**src/rtl/shift_norm_pkg.sv**
```systemverilog
// Shared types and constants for the sequential shift normalizer.
//   state_t   : normalizer FSM states
//   DIR_LEFT  : normalize toward the MSB (left shift)
//   DIR_RIGHT : normalize toward the LSB (right shift)
package shift_norm_pkg;

    typedef enum logic [1:0] {
        IDLE  = 2'd0,
        SHIFT = 2'd1,
        DONE  = 2'd2
    } state_t;

    localparam logic DIR_LEFT  = 1'b0;
    localparam logic DIR_RIGHT = 1'b1;

endpackage

```
**src/rtl/shift_normalizer_step.sv**
```systemverilog
// One-position combinational shift of a WIDTH-bit word with zero fill.
//   d    : word to shift
//   dir  : DIR_LEFT shifts toward the MSB, DIR_RIGHT toward the LSB
//   y_c  : shifted word (combinational)
module shift_normalizer_step
    import shift_norm_pkg::*;
#(
    parameter int unsigned WIDTH = 8
) (
    input  logic [WIDTH-1:0] d,
    input  logic             dir,
    output logic [WIDTH-1:0] y_c
);

    // Single-position shift; the vacated end bit is zero-filled.
    always_comb begin
        y_c = '0;
        if (dir == DIR_RIGHT) begin
            y_c = d >> 1;
        end else begin
            y_c = d << 1;
        end
    end

endmodule

```
**src/rtl/shift_normalizer.sv**
```systemverilog
// Sequential normalizer: shifts a captured word one position per clock toward
// the MSB (dir=0) or LSB (dir=1) until the end bit is set, reporting the
// normalized word and the number of positions shifted.
//   clk, rst_n          : clock, asynchronous active-low reset
//   in_valid, in_ready  : input handshake (in_ready high only in IDLE)
//   a, dir              : word to normalize and direction, sampled at accept
//   out_valid, out_ready: result handshake
//   y, amt, zero        : normalized word, shift count, input was all zeros
// Build option: SHIFT_NORM_EARLY_ZERO_EN finishes an all-zero input with
// amt=0 instead of iterating to the count limit.
module shift_normalizer
    import shift_norm_pkg::*;
#(
    parameter int unsigned WIDTH = 8,
    parameter int unsigned AW    = $clog2(WIDTH)
) (
    input  logic             clk,
    input  logic             rst_n,
    input  logic             in_valid,
    output logic             in_ready,
    input  logic [WIDTH-1:0] a,
    input  logic             dir,
    output logic             out_valid,
    input  logic             out_ready,
    output logic [WIDTH-1:0] y,
    output logic [AW-1:0]    amt,
    output logic             zero
);

    localparam logic [AW-1:0] CNT_LAST = AW'(WIDTH - 1);

    state_t           state_q, state_nxt;
    logic [WIDTH-1:0] work_q, work_nxt;
    logic             dir_q, dir_nxt;
    logic [AW-1:0]    cnt_q, cnt_nxt;
    logic             azero_q, azero_nxt;
    logic [WIDTH-1:0] y_nxt;
    logic [AW-1:0]    amt_nxt;
    logic             zero_nxt;
    logic [WIDTH-1:0] step_c;
    logic             target_c;
    logic             stop_c;

    shift_normalizer_step #(
        .WIDTH (WIDTH)
    ) u_step (
        .d   (work_q),
        .dir (dir_q),
        .y_c (step_c)
    );

    // End bit being normalized toward.
    assign target_c = (dir_q == DIR_RIGHT) ? work_q[0] : work_q[WIDTH-1];

    // Stop iterating: end bit reached or the count limit hit.
`ifdef SHIFT_NORM_EARLY_ZERO_EN
    assign stop_c = target_c || (cnt_q == CNT_LAST) || azero_q;
`else
    assign stop_c = target_c || (cnt_q == CNT_LAST);
`endif

    // State and datapath registers.
    always_ff @(posedge clk or negedge rst_n) begin
        if (!rst_n) begin
            state_q   <= IDLE;
            work_q    <= '0;
            dir_q     <= DIR_LEFT;
            cnt_q     <= '0;
            azero_q   <= 1'b0;
            y         <= '0;
            amt       <= '0;
            zero      <= 1'b0;
            in_ready  <= 1'b1;
            out_valid <= 1'b0;
        end else begin
            state_q   <= state_nxt;
            work_q    <= work_nxt;
            dir_q     <= dir_nxt;
            cnt_q     <= cnt_nxt;
            azero_q   <= azero_nxt;
            y         <= y_nxt;
            amt       <= amt_nxt;
            zero      <= zero_nxt;
            // Handshake flags track the registered state one-to-one.
            in_ready  <= (state_nxt == IDLE);
            out_valid <= (state_nxt == DONE);
        end
    end

    // Next-state and datapath update.
    always_comb begin
        state_nxt = state_q;
        work_nxt  = work_q;
        dir_nxt   = dir_q;
        cnt_nxt   = cnt_q;
        azero_nxt = azero_q;
        y_nxt     = y;
        amt_nxt   = amt;
        zero_nxt  = zero;

        case (state_q)
            IDLE: begin
                if (in_valid) begin
                    work_nxt  = a;
                    dir_nxt   = dir;
                    cnt_nxt   = '0;
                    azero_nxt = (a == '0);
                    state_nxt = SHIFT;
                end
            end
            SHIFT: begin
                if (stop_c) begin
                    // Result registers load only on entry to DONE.
                    y_nxt     = work_q;
                    amt_nxt   = cnt_q;
                    zero_nxt  = azero_q;
                    state_nxt = DONE;
                end else begin
                    work_nxt = step_c;
                    cnt_nxt  = cnt_q + AW'(1);
                end
            end
            DONE: begin
                if (out_ready) begin
                    state_nxt = IDLE;
                end
            end
            default: begin
                state_nxt = IDLE;
            end
        endcase
    end

endmodule

```
**config.mk**
```make
export PLATFORM = sky130hd
export DESIGN_NAME = shift_normalizer
export DESIGN_NICKNAME = d
export VERILOG_FILES = /design/src/rtl/shift_norm_pkg.sv /design/src/rtl/shift_normalizer_step.sv /design/src/rtl/shift_normalizer.sv
export SDC_FILE = /design/constraint.sdc
export NUM_CORES = 1
export LEC_CHECK = 0
export CELL_PAD_IN_SITES_DETAIL_PLACEMENT = 2
export CELL_PAD_IN_SITES_GLOBAL_PLACEMENT = 2
export CORE_MARGIN = 1.5
export CORE_UTILIZATION = 40
export CTS_BUF_LIST = sky130_fd_sc_hd__clkbuf_4
export DETAILED_ROUTE_END_ITERATION = 10
export DONT_BUFFER_PORTS = 1
export GPL_ROUTABILITY_DRIVEN = 0
export PLACE_DENSITY_LB_ADDON = 0.1
export SLEW_MARGIN = 0
export SYNTH_ARGS = -nofsm -noshare
export SYNTH_HDL_FRONTEND = slang
export SYNTH_SLANG_ARGS = --single-unit
```
**constraint.sdc**
```tcl
create_clock -name clk -period 2 [get_ports clk]
set_input_delay 0.4 -clock clk [delete_from_list [all_inputs] [get_ports clk]]
set_output_delay 0.4 -clock clk [all_outputs]
set_load 0.05 [all_outputs]
```
Word level (Yosys, flattened, before mapping)
Cells that the tools add are included.
{"block": "totals", "elab_cells": 37, "input_bits": 13, "ff_bits": 29, "output_inout_bits": 14}
{"block": "classes", "n_reduce_logical": 8, "mux": 12, "n_eq_ne": 6, "n_addsub": 1}
{"cell": "$mux W8", "count": 3}
{"cell": "$pmux W8 S2", "count": 1}
{"cell": "$logic_not A8 Y1", "count": 1}
{"cell": "$mux W2", "count": 3}
{"cell": "$mux W3", "count": 2}
{"cell": "$pmux W2 S3", "count": 1}
{"cell": "$pmux W3 S2", "count": 1}
{"cell": "$eq A2 B2 Y1 const B", "count": 2}
{"cell": "$logic_not A2 Y1", "count": 2}
{"cell": "$ne A2 B2 Y1 const B", "count": 2}
{"cell": "$reduce_and A2 Y1", "count": 2}
{"cell": "$add A3 B1 Y3 const B", "count": 1}
{"cell": "$eq A3 B3 Y1 const B", "count": 1}
{"cell": "$reduce_and A3 Y1", "count": 1}
{"cell": "$eq A2 B1 Y1 const B", "count": 1}
{"cell": "$reduce_bool A2 Y1", "count": 1}
{"cell": "$logic_or A1 B1 Y1", "count": 1}
{"cell": "$mux W1", "count": 1}

Logic depth before layout (Yosys ltp)
Gate-level depths: netlist of run 1.
{"block": "logic_depth", "depth_word": 5, "mapped_depth": 5, "mapped_depth_nobuf": 4}

Cells and area by module
Synthesis of run 1 repeated with hierarchy kept, for this count alone.
{"block": "unflattened", "cells_unflattened": 96, "hier_area_um2": 1377.6}
{"mod": "shift_normalizer", "seq_area_each_um2": 726.9, "area_each_um2": 1260.0, "cells_each": 87, "instances": 1}
{"mod": "shift_normalizer_step", "seq_area_each_um2": 0.0, "area_each_um2": 117.6, "cells_each": 9, "instances": 1}

Worst setup path after synthesis of run 1
Ideal clock, no wire load.
{"block": "synth_timing", "kind": "flip-flop to flip-flop", "from": "reg cnt_q[0]", "to": "reg cnt_q[0]", "required_ns": 1.875, "t_arrival_ns": 1.615, "setup_time_ns": 0.125, "stages_incl_launch_ff": 6, "path_slack_ns": 0.260, "synth_period_minus_slack_ns": 1.740, "path_buffers": 1, "path_cell_list": "dfrtp_1 ha_1 ha_1 o31ai_4 buf_12 mux2_4"}
{"block": "synth_between", "elab_chain_cells": 4, "word_cells_on_any_way": 7, "cone_classes": "add/sub (1); eq/ne (2); mux (2); reduce/logical (2)"}
{"element": "from (decl)", "line": "shift_normalizer.sv:35", "source": "logic [AW-1:0] cnt_q, cnt_nxt;"}
{"element": "from (signal assigned)", "line": "shift_normalizer.sv:79", "source": "cnt_q <= cnt_nxt;"}
{"element": "parallel branches: the longest is 4 deep, another holds $add A3 B1 Y3"}
Several ways; the timed one is not identified. The select of a mux whose other input is x is not followed.
A chain may end at the register's enable or synchronous reset.

Final worst setup path of run 1
{"block": "layout_timing", "from": "reg cnt_q[0]", "to": "reg work_q[4]"}
{"block": "layout_between", "elab_chain_cells": 4}
{"element": "$eq A3 B3 Y1", "line": "shift_normalizer.sv:59", "source": "assign stop_c = target_c || (cnt_q == CNT_LAST);"}
{"element": "$logic_or A1 B1 Y1", "line": "shift_normalizer.sv:59"}
{"element": "$ne A2 B2 Y1 (no source line)"}
{"element": "$reduce_and A3 Y1 (no source line)"}
{"element": "to (signal assigned)", "line": "shift_normalizer.sv:77", "source": "work_q <= work_nxt;"}
{"element": "to (decl)", "line": "shift_normalizer.sv:33", "source": "logic [WIDTH-1:0] work_q, work_nxt;"}
Every way passes these cells.

==> results.yml, run 1 <==
worst_setup_path:
  cp_slowest_stage_delay_ps: 420
  crit_slowest_cell: "dfrtp_1"
  worstPathArrival_ps: 2040
  critPathMostFrequentCell: "ha_1"
  cp_cell_sequence: "ha_1 -> ha_1 -> o31ai_4 -> buf_4 -> mux2_2"
  path_max_fanout: 6
  r2r_setup_slack_ps: 180
  crit_family: "adder cells"
  worstPathRequired_ps: 2220
  crit_buf_inv: 1
  critPathKind: "reg -> reg"
  worstSetupStartpointType: "flip-flop"
  crit_path_end_kind: "flip-flop"
sta:
  setup_violations: 0
  post-route-min-period_ps: 1819
  maxSlewViolCount: 0
  relSlewSlack_pct: 68.24
  setup_ws_ps: 181.2
  finalClockSkew_ps: 10.75
  finalHoldViolations: 0
  totalNegativeSetupSlack_ps: 0
  fmax_mhz: 549.8
  tightest_slew_ps: 476.4
  timing.final.crit_share_pct: 90.94
  rsz0062_at_grt: "false"
die:
  fp.dieH_um: 62.38
  dieArea_mm2: 0.003891
  core_mm2: 0.003363
  rows: 21
  io_pins: 27
  die_w_um: 62.38
  start_util_pct: 41.93
routing:
  drt_iter0_markers: 25
  post_drt_wl_per_cell_um: 18.28
  vias: 803
  drt_pass1_iterations: 4
  drc: 0
  vias_per_cell: 5.181
  drt_wl_total_mm: 2.834
  drtAntennaViolNets: 0
cts:
  postCtsHoldBufs: 2
  htree_levels: 2
  clock_sinks: 29
  post_cts.repair.setup_buffers: 0
  cts_tree: "done"
  clk_pin_slew_ps: 90
  numCtsBuffers: 5
  cts_buffer_depth: 2
  cts-root-buf: "clkbuf_4"
  cts_resized: 0
  insertion_delay_ps: 330
yosys:
  yosysSeqAreaShare_pct: 51.55
  yosys_warnings: 0
  syn_avg_cell_area_um2: 14.39
  syn_nets: 113
  synth_cell_type_count: 21
  synth_area_mm2: 0.001410
  postSynthCellCount: 98
  yosys_register_bits: 29
global_routing:
  grt_pass1_wl_mm: 4.788
  track_usage_pct: 16.74
  grt_pass1_vias: 941
  antenna_found_initial: 0
  grt_overflow: 0
  grt_max_degree: 30
place:
  place_inst: 146
  pre_cts_slack_ps: 182.1
  dpl.hpwl_mm: 2.072
  io_buffers: 0
power:
  p_per_area_mw_per_mm2: 1906
  max-vdd-ir-drop_uv: 721.2
  leakagePower_uw: 0.0007054
job:
  drv_cap: 0
status:
  status: "finished clean"
finish:
  layout-drive-gt1-share_pct: 49.54
  antenna_cells: 0
  final_nets: 124
  area.growth.synth_to_final_pct: 9.494
  instances_no_fill: 155
worst_hold_path:
  min_path_type: "in -> reg"
==> logic make-up (layout without fill, tap and decap cells) <==
group | count (synthesis) | in the layout | share of synthesized area, %
compound gates | 4 | 4 | 3.549
fa+ha+maj | 2 | 2 | 1.774
buf+inv | 7 | 18 | 4.170
flops | 29 | 29 | 51.55
mux | 39 | 39 | 33.01
simple gates | 17 | 17 | 5.946
==> placed cells by master (no fill, tap or decap) <==
master / netlist / layout
clkbuf_4: 0 / 6
o31ai_4: 1 / 1
nor4_1: 2 / 2
mux2i_1: 3 / 3
and2b_2: 1 / 1
ha_1: 2 / 2
inv_1: 3 / 3
nand2b_1: 1 / 1
or3b_2: 1 / 1
mux2_2: 28 / 28
nor2b_1: 1 / 1
buf_12: 1 / 1
nor2_1: 3 / 3
mux2_4: 8 / 8
o21ai_4: 1 / 1
dfstp_2: 1 / 1
dfrtp_1: 28 / 28
clkinv_1: 0 / 1
buf_4: 0 / 6
o21ai_0: 1 / 1
dlygate4sd3_1: 0 / 1
o21a_1: 1 / 1
nand2_1: 8 / 8
==> path summary, 6_finish.rpt <==
kind                                      startpoint                     to  cells after the start
worst min-delay path                             dir      dir_q$_DFFE_PN0P_                      1
worst min register to register   azero_q$_DFFE_PN0P_    azero_q$_DFFE_PN0P_                      2
worst max register to register  cnt_q[0]$_DFFE_PN0P_  work_q[4]$_DFFE_PN0P_                      5
max in group asynchronous                      rst_n     in_ready$_DFF_PN1_                      2
min in group asynchronous                      rst_n     amt[2]$_DFFE_PN0P_                      2
worst max-delay path            cnt_q[0]$_DFFE_PN0P_  work_q[4]$_DFFE_PN0P_                      5
==> registers in the layout (all words and copies together), names as in the netlist <==
name / flops
amt: 3
cnt_q: 3
out_valid: 1
in_ready: 1
y: 8
azero_q: 1
zero: 1
dir_q: 1
work_q: 8
state_q: 2
==> cell type report <==
cell class,count,area (µm²)
sequential,29,726.9
fill,350,1819
timing repair buffer,8,75.07
multi-input combinational,62,624.3
clock buffer,6,45.04
inverter,3,11.26
tap,46,57.56
clock inverter,1,3.754
==> metal layers <==
layer / vias to the layer above / global-route usage (%) / part of all wire, % / routed length [µm]
li1: 363 / - / - / -
met1: 410 / 19.01 / 42 / 1191
met2: 23 / 28.13 / 49 / 1402
met3: 7 / 5.225 / 5.8 / 164
met4: 0 / 9.167 / 2.7 / 76
met5: - / 0 / 0 / 0
==> worst register-to-register path, stage by stage, from the launching register on <==
cell	delay, ps
dfrtp_1	420
ha_1	220
ha_1	250
o31ai_4	280
buf_4	200
mux2_2	340
==> per-stage QoR <==
step           total power [µW]  instance area (µm²)  util (%)  hold WS (ps)
6_report                   2943                 1544     45.91         225.5
5_1_grt                    3125                 1544     45.91         216.8
3_3_place_gp               2574                 1465     43.56         105.1
4_1_cts                    2993                 1544     45.91         209.8
3_5_place_dp               2632                 1465     43.56         105.4
2_1_floorplan              2413                 1410         -         104.4
==> Yosys cell counts <==
cell type,number,area share [%]
o31ai_4,1,1.5
dfstp_2,1,1.9
o21a_1,1,0.53
nand2_1,8,2.1
or3b_2,1,0.62
mux2_4,8,8.5
inv_1,3,0.80
nor2_1,3,0.80
nand2b_1,1,0.44
ha_1,2,1.8
o21ai_0,1,0.35
nor2b_1,1,0.44
dfrtp_1,28,50
buf_12,1,1.4
mux2i_1,3,2.1
and2b_2,1,0.62
mux2_2,28,22
o21ai_4,1,1.2
buf_6,2,1.6
buf_2,1,0.35
nor4_1,2,0.89
==> power breakdown <==
part	total, µW	switching (µW)	internal [µW]
clock network	336	196	141
registers	1460	621	838
logic	1150	436	712
Power figures use the tool's default switching activity.
==> run 2, diff against run 1 <==
--- a/config.mk
+++ b/config.mk
@@ -5,16 +5,17 @@
 export SDC_FILE = /design/constraint.sdc
 export NUM_CORES = 1
 export LEC_CHECK = 0
+export ABC_AREA = 1
 export CELL_PAD_IN_SITES_DETAIL_PLACEMENT = 2
 export CELL_PAD_IN_SITES_GLOBAL_PLACEMENT = 2
 export CORE_MARGIN = 1.5
-export CORE_UTILIZATION = 40
+export CORE_UTILIZATION = 39
 export CTS_BUF_LIST = sky130_fd_sc_hd__clkbuf_4
 export DETAILED_ROUTE_END_ITERATION = 10
 export DONT_BUFFER_PORTS = 1
 export GPL_ROUTABILITY_DRIVEN = 0
 export PLACE_DENSITY_LB_ADDON = 0.1
-export SLEW_MARGIN = 0
+export SLEW_MARGIN = 30
 export SYNTH_ARGS = -nofsm -noshare
 export SYNTH_HDL_FRONTEND = slang
 export SYNTH_SLANG_ARGS = --single-unit
==> results.yml, run 2 <==
status:
  status: "finished clean"
cts:
  cts-root-buf: "clkbuf_4"
  cts_buffer_depth: 2
  htree_levels: 2
  cts_resized: 0
  numCtsBuffers: 5
  clock_sinks: 29
  cts_tree: "done"
  post_cts.repair.setup_buffers: 0
  clk_pin_slew_ps: 100
  postCtsHoldBufs: 2
  insertion_delay_ps: 330
global_routing:
  grt_pass1_wl_mm: 6.762
  grt_pass1_vias: 1309
  grt_max_degree: 30
  antenna_found_initial: 0
  track_usage_pct: 21.51
  grt_overflow: 0
worst_setup_path:
  r2r_start: "cnt_q[0]$_DFFE_PN0P_"
  worstSetupStartpointType: "flip-flop"
  crit_path_end: "work_q[3]$_DFFE_PN0P_"
  worstPathRequired_ps: 2270
  r2r_setup_slack_ps: 320
  critPathKind: "reg -> reg"
  reg2reg_to: "work_q[3]$_DFFE_PN0P_"
  cp-startpoint: "cnt_q[0]$_DFFE_PN0P_"
  worstRegToRegCells: 7
  crit_path_end_kind: "flip-flop"
  worstPathArrival_ps: 1950
  path_max_fanout: 12
place:
  io_buffers: 0
  dpl.hpwl_mm: 2.843
yosys:
  ys_top_cells_by_area: "dfrtp_1 46%, nand2_1 14%, nand3_1 7.5%"
  async_flop_share_pct: 100.0
  yosysSeqAreaShare_pct: 47.35
  syn_nets: 192
  yosys_warnings: 0
  postSynthCellCount: 177
  synth_ff_type: "dfrtp_1"
  yosys_register_bits: 29
  yosys.area.top_type: "dfrtp_1"
  synth_cell_type_count: 21
  synth_common_cells: "59 x nand2_1, 28 x dfrtp_1, 23 x nand3_1, 15 x inv_1, 13 x nand2_2"
  synth_top_area_share_pct: 45.64
  synth-edff-count: 0
  syn_avg_cell_area_um2: 8.674
  yosysMostFrequentCell: "nand2_1"
  synth_area_mm2: 0.001535
worst_hold_path:
  min_path_type: "in -> reg"
finish:
  num-fill-cells: 436
  area.growth.synth_to_final_pct: 4.645
  antenna_cells: 0
  final_common_cell: "nand2_1"
  top_regs: "work_q: 8 flops, y: 8 flops"
  layout-drive-gt1-share_pct: 20.88
  final_cell_mix: "59 x nand2_1, 28 x dfrtp_1, 23 x nand3_1"
  final_nets: 196
die:
  start_util_pct: 41.31
  dieArea_mm2: 0.004322
  fp.dieH_um: 65.74
  io_pins: 27
  die_w_um: 65.74
  rows: 22
  core_mm2: 0.003716
routing:
  vias_per_cell: 5.235
  drt_pass1_iterations: 4
  drtAntennaViolNets: 0
  drt_wl_total_mm: 3.928
  drc: 0
  drt_iter0_markers: 63
  post_drt_wl_per_cell_um: 17.08
  vias: 1204
job:
  drv_cap: 0
sta:
  fin_hold_ws_ps: 196.3
  timing.final.crit_share_pct: 84.00
  maxSlewViolCount: 0
  setup_violations: 0
  relSlewSlack_pct: 64.44
  tightest_slew_ps: 533.4
  finalClockSkew_ps: 11.06
  finalHoldViolations: 0
  rsz0062_at_grt: "false"
  post-route-min-period_ps: 1680
  fmax_mhz: 595.2
  totalNegativeSetupSlack_ps: 0
power:
  leakagePower_uw: 0.0008452
  p_per_area_mw_per_mm2: 1933
  total_power_uw: 3105
  max-vdd-ir-drop_uv: 548.2
-- run 2: worst max-delay path, cell delays in order, from the launching register on --
cell     delay [ps]
dfrtp_1         420
ha_1            220
ha_1            220
a21oi_4         180
nand3_4         180
nand2_2         240
nand2_1          90
nand2_1          60
-- run 2: per-stage QoR --
step           cells  worst slack, ps  util [%]  cell area (µm²)
2_1_floorplan    177            559.7         -             1535
3_3_place_gp     220            365.6     40.94             1521
3_5_place_dp     220            310.4     40.94             1521
4_1_cts          230            278.8     43.23             1607
5_1_grt          230            176.2     43.23             1607
6_report         230            319.9     43.23             1607
-- run 2: where the power goes --
part           switching, µW  total [µW]  internal, µW
Combinational            916        1320           403
Sequential               600        1430           833
Clock                    220         352           132
Total                   1740        3100          1370
-- run 2: cells by family after synthesis --
group / Yosys count / synth area share (%)
buffers and inverters: 23 / 9.454
and+or+nand+nor: 110 / 34.88
DFF: 29 / 47.35
AOI/OAI and AO/OA: 13 / 6.683
adders and majority gates: 2 / 1.630
-- run 2: worst min path at each step --
| stage | from | end | slack (ps) | cells after the start |
|---|---|---|---|---|
| 3_3_place_gp | rst_n | y[4]$_DFFE_PN0P_ | 110 | 0 |
| 3_5_place_dp | rst_n | y[4]$_DFFE_PN0P_ | 110 | 0 |
| 5_1_grt | dir | dir_q$_DFFE_PN0P_ | 190 | 2 |
| 4_1_cts | dir | dir_q$_DFFE_PN0P_ | 180 | 2 |
| 2_1_floorplan | rst_n | amt[0]$_DFFE_PN0P_ | 100 | 0 |
| 6_report | dir | dir_q$_DFFE_PN0P_ | 200 | 2 |
-- run 2: layout make-up --
| cell class | instances | area, µm² | share of cell area, % |
|---|---|---|---|
| Sequential cell | 29 | 726.9 | 45.25 |
| Multi-Input combinational cell | 125 | 663.1 | 41.28 |
| Inverter | 17 | 63.81 | 3.972 |
| Tap cell | 48 | 60.06 | 3.738 |
| Clock buffer | 5 | 37.54 | 2.336 |
| Timing Repair Buffer | 3 | 37.54 | 2.336 |
| Clock inverter | 3 | 17.52 | 1.090 |
-- run 2: layer usage --
| layer | vias up | global-route usage [%] | wire, µm |
|---|---|---|---|
| met5 | - | 0 | 0 |
| met4 | 0 | 5.469 | 36 |
| met3 | 4 | 5.479 | 214 |
| met2 | 37 | 35.61 | 1928 |
| met1 | 600 | 27.98 | 1748 |
| li1 | 563 | - | - |
